**src/rtl/mem_burst_writer_pkg.sv**
```systemverilog
// Shared definitions for the MIG burst writer: instruction codes, state encoding
// and word geometry.
package mem_burst_writer_pkg;

  localparam logic [2:0] MIG_WRITE = 3'b000;
  localparam logic [2:0] MIG_READ  = 3'b001;

  localparam int BYTES_PER_WORD = 4;

  localparam logic [2:0] ST_IDLE  = 3'd0;
  localparam logic [2:0] ST_FILL  = 3'd1;
  localparam logic [2:0] ST_PUSH  = 3'd2;
  localparam logic [2:0] ST_CMD   = 3'd3;
  localparam logic [2:0] ST_DRAIN = 3'd4;
  localparam logic [2:0] ST_DONE  = 3'd5;
  localparam logic [2:0] ST_ERR   = 3'd6;

  typedef enum logic [2:0] {
    IDLE  = ST_IDLE,
    FILL  = ST_FILL,
    PUSH  = ST_PUSH,
    CMD   = ST_CMD,
    DRAIN = ST_DRAIN,
    DONE  = ST_DONE,
    ERR   = ST_ERR
  } state_t;

endpackage

```
**src/rtl/mem_burst_writer_byte_word_packer.sv**
```systemverilog
// Packs a byte stream big-endian into 32-bit words; a short final word gets
// its unfilled lanes masked off.
module byte_word_packer (
  input  logic        clk,
  input  logic        rst,
  input  logic        clear,
  input  logic        byte_en,
  input  logic [7:0]  byte_data,
  input  logic        last,
  output logic        word_valid,
  output logic [31:0] word,
  output logic [3:0]  mask
);

  logic [1:0]  lane;
  logic [31:0] shift_reg;
  logic [4:0]  shamt;
  logic [31:0] word_next;

  // Lane 0 is the most significant byte, so the shift shrinks as lanes fill.
  assign shamt      = {2'd3 - lane, 3'b000};
  assign word_next  = shift_reg | ({24'd0, byte_data} << shamt);
  assign word_valid = byte_en && ((lane == 2'd3) || last);

  always_ff @(posedge clk) begin
    if (rst) begin
      lane      <= 2'd0;
      shift_reg <= 32'd0;
      word      <= 32'd0;
      mask      <= 4'b0000;
    end else if (clear) begin
      lane      <= 2'd0;
      shift_reg <= 32'd0;
    end else if (byte_en) begin
      if (word_valid) begin
        word      <= word_next;
        mask      <= 4'b1111 >> ({1'b0, lane} + 3'd1);
        shift_reg <= 32'd0;
        lane      <= 2'd0;
      end else begin
        shift_reg <= word_next;
        lane      <= lane + 2'd1;
      end
    end
  end

endmodule

```
**src/rtl/mem_burst_writer.sv**
```systemverilog
// Drives the MIG user write port from a byte producer: packs words, issues one
// write command per burst once its data is queued, then waits for the FIFO to drain.
module mem_burst_writer
  import mem_burst_writer_pkg::*;
#(
  parameter int          BURST_WORDS = 16,
  parameter logic [29:0] BASE_ADDR   = 30'h0,
  parameter int          TOTAL_BYTES = 8192
) (
  input  logic        clk,
  input  logic        rst,
  input  logic        start,
  input  logic        byte_valid,
  input  logic [7:0]  byte_data,
  output logic        byte_ready,
  output logic        done,
  output logic        error,
  output logic        mem_cmd_en,
  output logic [2:0]  mem_cmd_instr,
  output logic [5:0]  mem_cmd_bl,
  output logic [29:0] mem_cmd_byte_addr,
  input  logic        mem_cmd_full,
  output logic        mem_wr_en,
  output logic [3:0]  mem_wr_mask,
  output logic [31:0] mem_wr_data,
  input  logic        mem_wr_full,
  input  logic        mem_wr_empty,
  input  logic        mem_wr_underrun,
  input  logic        mem_wr_error
);

  localparam int              BL_W       = $clog2(TOTAL_BYTES + 1);
  localparam logic [BL_W-1:0] BL_ONE     = BL_W'(1);
  localparam logic [BL_W-1:0] BL_TOTAL   = BL_W'(TOTAL_BYTES);
  localparam logic [6:0]      BURST_LAST = 7'(BURST_WORDS);

  state_t          state;
  logic [29:0]     addr;
  logic [BL_W-1:0] bytes_left;
  logic [6:0]      burst_cnt;

  logic byte_accept;
  logic word_valid;
  logic last_byte;
  logic mig_fault;
  logic start_xfer;
  logic burst_full;

  assign byte_accept   = byte_valid && byte_ready;
  assign last_byte     = (bytes_left == BL_ONE);
  assign mig_fault     = mem_wr_underrun || mem_wr_error;
  assign start_xfer    = start && ((state == IDLE) || (state == DONE));
  assign burst_full    = ((burst_cnt + 7'd1) == BURST_LAST);
  assign mem_cmd_instr = MIG_WRITE;
  assign mem_wr_en     = (state == PUSH) && !mem_wr_full;
  assign mem_cmd_en    = (state == CMD) && !mem_cmd_full;

  byte_word_packer u_packer (
    .clk        (clk),
    .rst        (rst),
    .clear      (start_xfer),
    .byte_en    (byte_accept),
    .byte_data  (byte_data),
    .last       (last_byte),
    .word_valid (word_valid),
    .word       (mem_wr_data),
    .mask       (mem_wr_mask)
  );

  // MIG faults outrank every other transition; ERR is left only through rst.
  always_ff @(posedge clk) begin
    if (rst) begin
      state             <= IDLE;
      byte_ready        <= 1'b0;
      done              <= 1'b0;
      error             <= 1'b0;
      mem_cmd_bl        <= 6'd0;
      mem_cmd_byte_addr <= BASE_ADDR;
      addr              <= BASE_ADDR;
      bytes_left        <= '0;
      burst_cnt         <= 7'd0;
    end else if ((state != IDLE) && (state != ERR) && mig_fault) begin
      state      <= ERR;
      error      <= 1'b1;
      byte_ready <= 1'b0;
    end else begin
      case (state)
        IDLE, DONE: begin
          if (start) begin
            state      <= FILL;
            byte_ready <= 1'b1;
            done       <= 1'b0;
            addr       <= BASE_ADDR;
            bytes_left <= BL_TOTAL;
            burst_cnt  <= 7'd0;
          end
        end
        FILL: begin
          if (byte_accept) begin
            bytes_left <= bytes_left - BL_ONE;
            if (word_valid) begin
              state      <= PUSH;
              byte_ready <= 1'b0;
            end
          end
        end
        PUSH: begin
          if (mem_wr_en) begin
            burst_cnt <= burst_cnt + 7'd1;
            if (burst_full || (bytes_left == '0)) begin
              state             <= CMD;
              mem_cmd_bl        <= 6'(burst_cnt);
              mem_cmd_byte_addr <= addr;
            end else begin
              state      <= FILL;
              byte_ready <= 1'b1;
            end
          end
        end
        CMD: begin
          if (mem_cmd_en) begin
            addr      <= addr + 30'(burst_cnt) * 30'(BYTES_PER_WORD);
            burst_cnt <= 7'd0;
            if (bytes_left != '0) begin
              state      <= FILL;
              byte_ready <= 1'b1;
            end else begin
              state <= DRAIN;
            end
          end
        end
        DRAIN: begin
          if (mem_wr_empty) begin
            state <= DONE;
            done  <= 1'b1;
          end
        end
        ERR: begin
          byte_ready <= 1'b0;
        end
        default: state <= IDLE;
      endcase
    end
  end

endmodule

```
**config.mk**
```make
export PLATFORM = sky130hd
export DESIGN_NAME = mem_burst_writer
export DESIGN_NICKNAME = d
export VERILOG_FILES = /design/src/rtl/mem_burst_writer_pkg.sv /design/src/rtl/mem_burst_writer_byte_word_packer.sv /design/src/rtl/mem_burst_writer.sv
export SDC_FILE = /design/constraint.sdc
export NUM_CORES = 1
export LEC_CHECK = 0
export ABC_AREA = 1
export BUFFER_PORTS_ARGS = -buffer_cell sky130_fd_sc_hd__buf_4
export CORE_UTILIZATION = 40
export DETAILED_ROUTE_END_ITERATION = 6
export HOLD_SLACK_MARGIN = 0.05
export SYNTH_ARGS = -nofsm -noshare
export SYNTH_HDL_FRONTEND = slang
export SYNTH_SLANG_ARGS = --single-unit
```
**constraint.sdc**
```tcl
create_clock -name clk -period 1.7 [get_ports clk]
set_input_delay 0.085 -clock clk [delete_from_list [all_inputs] [get_ports clk]]
set_output_delay 0.085 -clock clk [all_outputs]
set_load 0.005 [all_outputs]
```
==> results.json <==
{
  "detail_route.wirelength_um": 22900,
  "fp.coreArea_mm2": 0.0175,
  "synth-edff-count": 0,
  "dr_total_vias": 7726,
  "worstPathRequired_ns": 1.99,
  "highest-signal-layer": "met4",
  "syn-cell-area_mm2": 0.00726,
  "timing.critical_path.cells": "nor2_4, nand2_2, nor2_4, nand2_2, nand2_2, nand2_2, a21oi_4, buf_12, clkinvlp_4, buf_6, buf_16, nand2_2, a21oi_2",
  "number_of_global_route_vias_before_repair": 6990,
  "cp_slowest_stage_delay_ns": 0.34,
  "worstPathArrival_ns": 2.14,
  "hold-worst-slack_ns": 0.106,
  "worst_path_max_delay_cell": "dfxtp_2",
  "cts.sinks": 158,
  "place.gp.congestion": 0.854,
  "crit_path_end_kind": "flop",
  "io_buffers": 90,
  "critPathBufInv": 4,
  "violations": "negative setup slack",
  "critical_path.max_fanout": 7,
  "cts-buffers-inserted": 17,
  "final.setup.tns_ns": -7.03,
  "grt_setup_unrepaired": "yes",
  "synthFlopType": "dfxtp_1",
  "route.layer.met1.wl_um": 10200,
  "max_freq_mhz": 540,
  "final_max_slew_viol_count": 0,
  "wire_per_inst_um": 15.2,
  "slew_headroom": 0.469,
  "number_of_nets_in_the_final_layout": 1301,
  "layout_min_cycle_time_ns": 1.85,
  "finalCoreUtilization": 0.663,
  "crit_path_start_kind": "flop",
  "post-dp-hpwl_um": 13400,
  "cts_root_buf": "clkbuf_16",
  "finalWorstSetupSlack_ns": -0.152,
  "hold_viol_final": 0,
  "io_pins": 97,
  "drt_first_iter_violations": 530,
  "ant_nets_after_route": 0,
  "grt.overflow.total": 0,
  "n_antenna_cell": 0,
  "design.die.area_mm2": 0.0187,
  "hp-class": "in2reg",
  "post-route-cell-area_mm2": 0.0116,
  "route.detailed.drc": 0,
  "yosysSeqAreaShare": 0.436,
  "postPlaceCellArea_mm2": 0.00890,
  "tightest_slew_ns": 0.796,
  "post_synth_inst_count": 1031,
  "critical_path.most_common_cell": "nand2_2",
  "met2WireLength_um": 11400,
  "vdd_drop_max_mv": 1.06,
  "ys_warn_count": 0,
  "grt_antenna_before_repair": 0,
  "cts-root-to-sink-buffers": 2,
  "power.density_mw_per_mm2": 1460,
  "clock_skew_ns": 0.0130,
  "clk_latency_ns": 0.44,
  "grt_start_max_net_pins": 54,
  "maxCapViolCount": 0,
  "leakage_power_of_the_design_nw": 4.86,
  "htree_levels": 4,
  "synth.lib_cells_used.distinct": 41,
  "postSynthAreaPerCell_um2": 7.04,
  "post-route-period-util": 1.09,
  "globalRouteTotalUtil": 0.227,
  "clkSlewWorstSetupHoldPaths_ns": 0.07,
  "chipWidth_um": 137,
  "synth_seq_cells": 158,
  "timing.final.setup_violations": 84,
  "timing.critical_path.max_delay_family": "simple AND/OR/NAND/NOR gates",
  "criticalPathCategory": "reg2reg",
  "drt_first_pass_iters": 6,
  "status": "finished, violations left",
  "routed-wl-met3_um": 862,
  "synth-async-reset-ratio": 0,
  "syn2layout_area_growth_pct": 60.1,
  "starting_utilization_of_the_core_area": 0.414,
  "post_drt_via_cell_ratio": 5.12,
  "die_h_um": 137,
  "rows": 48,
  "cts_tree": "built",
  "share_of_layout_cells_above_drive_strength_1": 0.438,
  "grt_pass1_wl_um": 33300
}
## worst reg2reg max path, stage by stage (launching register included)
cell	delay, ns
dfxtp_2	0.34
nor2_4	0.12
nand2_2	0.09
nor2_4	0.13
nand2_2	0.07
nand2_2	0.07
nand2_2	0.07
a21oi_4	0.15
buf_12	0.13
clkinvlp_4	0.12
buf_6	0.16
buf_16	0.15
nand2_2	0.07
a21oi_2	0.05
## area by class of cell
| class | count | area, um2 |
|---|---|---|
| Sequential cell | 158 | 3200 |
| Inverter | 74 | 320 |
| Fill cell | 1439 | 5910 |
| Multi-Input combinational cell | 755 | 4760 |
| Tap cell | 225 | 282 |
| Timing Repair inverter | 2 | 20.0 |
| Timing Repair Buffer | 263 | 2430 |
| Clock buffer | 17 | 425 |
| Clock inverter | 15 | 190 |
## synthesized netlist by cell type, types with 3 or more instances
cell type | instances | share of area
a21oi_1 | 109 | 0.075
buf_2 | 8 | 0.0055
buf_4 | 15 | 0.016
buf_6 | 3 | 0.0047
clkbuf_1 | 23 | 0.012
clkinv_1 | 3 | 0.0016
dfxtp_1 | 158 | 0.44
ha_1 | 12 | 0.021
inv_1 | 65 | 0.034
inv_2 | 6 | 0.0031
nand2_1 | 194 | 0.10
nand2_2 | 6 | 0.0052
nand3_1 | 39 | 0.027
nand3b_1 | 4 | 0.0041
nand4_1 | 15 | 0.013
nor2_1 | 193 | 0.10
nor2_2 | 4 | 0.0034
nor2_4 | 4 | 0.0062
nor3_1 | 43 | 0.030
nor3b_1 | 3 | 0.0031
o21ai_0 | 84 | 0.058
o21ai_1 | 6 | 0.0041
xor2_1 | 8 | 0.0097
## final timing paths
check	startpoint	end	slack (ns)	cells after the start
worst min register to register	u_packer.word[10]$_SDFFE_PP0P_	u_packer.word[10]$_SDFFE_PP0P_	0.46	2
worst max-delay path	bytes_left[11]$_SDFFE_PP0P_	u_packer.word[5]$_SDFFE_PP0P_	-0.15	13
worst max register to register	bytes_left[11]$_SDFFE_PP0P_	u_packer.word[5]$_SDFFE_PP0P_	-0.15	13
worst min-delay path	mem_wr_empty	done$_SDFFE_PP0P_	0.11	5
## metal layers
metal  track usage  vias to the layer above
li1              -                     3865
met2         0.378                      196
met3        0.0385                       37
met1         0.294                     3628
met4        0.0809                        0
met5             0                        -
## cell usage in the layout (no fill, tap or decap), drive strengths merged, types with 3 or more instances in the layout
| cell type | count |
|---|---|
| o21ai | 91 |
| inv | 78 |
| clkinv | 10 |
| nand3 | 40 |
| xor2 | 8 |
| ha | 12 |
| clkbuf | 23 |
| nand3b | 4 |
| nand2 | 202 |
| nor3b | 3 |
| nor3 | 44 |
| dfxtp | 158 |
| nand4 | 15 |
| buf | 254 |
| nor2 | 201 |
| conb | 6 |
| a21oi | 110 |
## logic make-up (layout without fill, tap and decap cells)
| logic type | Yosys count | after routing | synth area share |
|---|---|---|---|
| buffers and inverters | 125 | 371 | 0.0769 |
| adder cells (fa/ha/maj) | 13 | 13 | 0.0234 |
| XOR/XNOR | 10 | 10 | 0.0121 |
| AO/OA/AOI/OAI | 213 | 213 | 0.154 |
| AND/OR/NAND/NOR | 511 | 513 | 0.298 |
| other | 1 | 6 | 0.000516 |
| flip-flops | 158 | 158 | 0.436 |
## per-stage QoR
stage,total power [mW],setup WS [ns],instances
after floorplan,7.58,0.0199,1036
after global placement,9.86,-0.157,1413
after detailed placement,9.86,-0.272,1413
after CTS,14.7,-0.119,1476
after global routing,17.9,-0.234,1509
final,17.0,-0.152,1509
## report_power, final
part	internal (mW)	switching (mW)
Clock	2.13	1.82
Sequential	4.12	0.353
Combinational	4.19	4.41
Total	10.4	6.59
## what timing repair did
item | in CTS | in global routing
cloned | 6 | 12
setup endpoints to repair | 109 | 157
hold endpoints to repair | 1 | 0
buffers inserted | 25 | 29
gates resized for setup | 168 | 283
hold buffers | 1 | 0
pin swaps | 21 | 70
(Power assumes the default switching activity.)
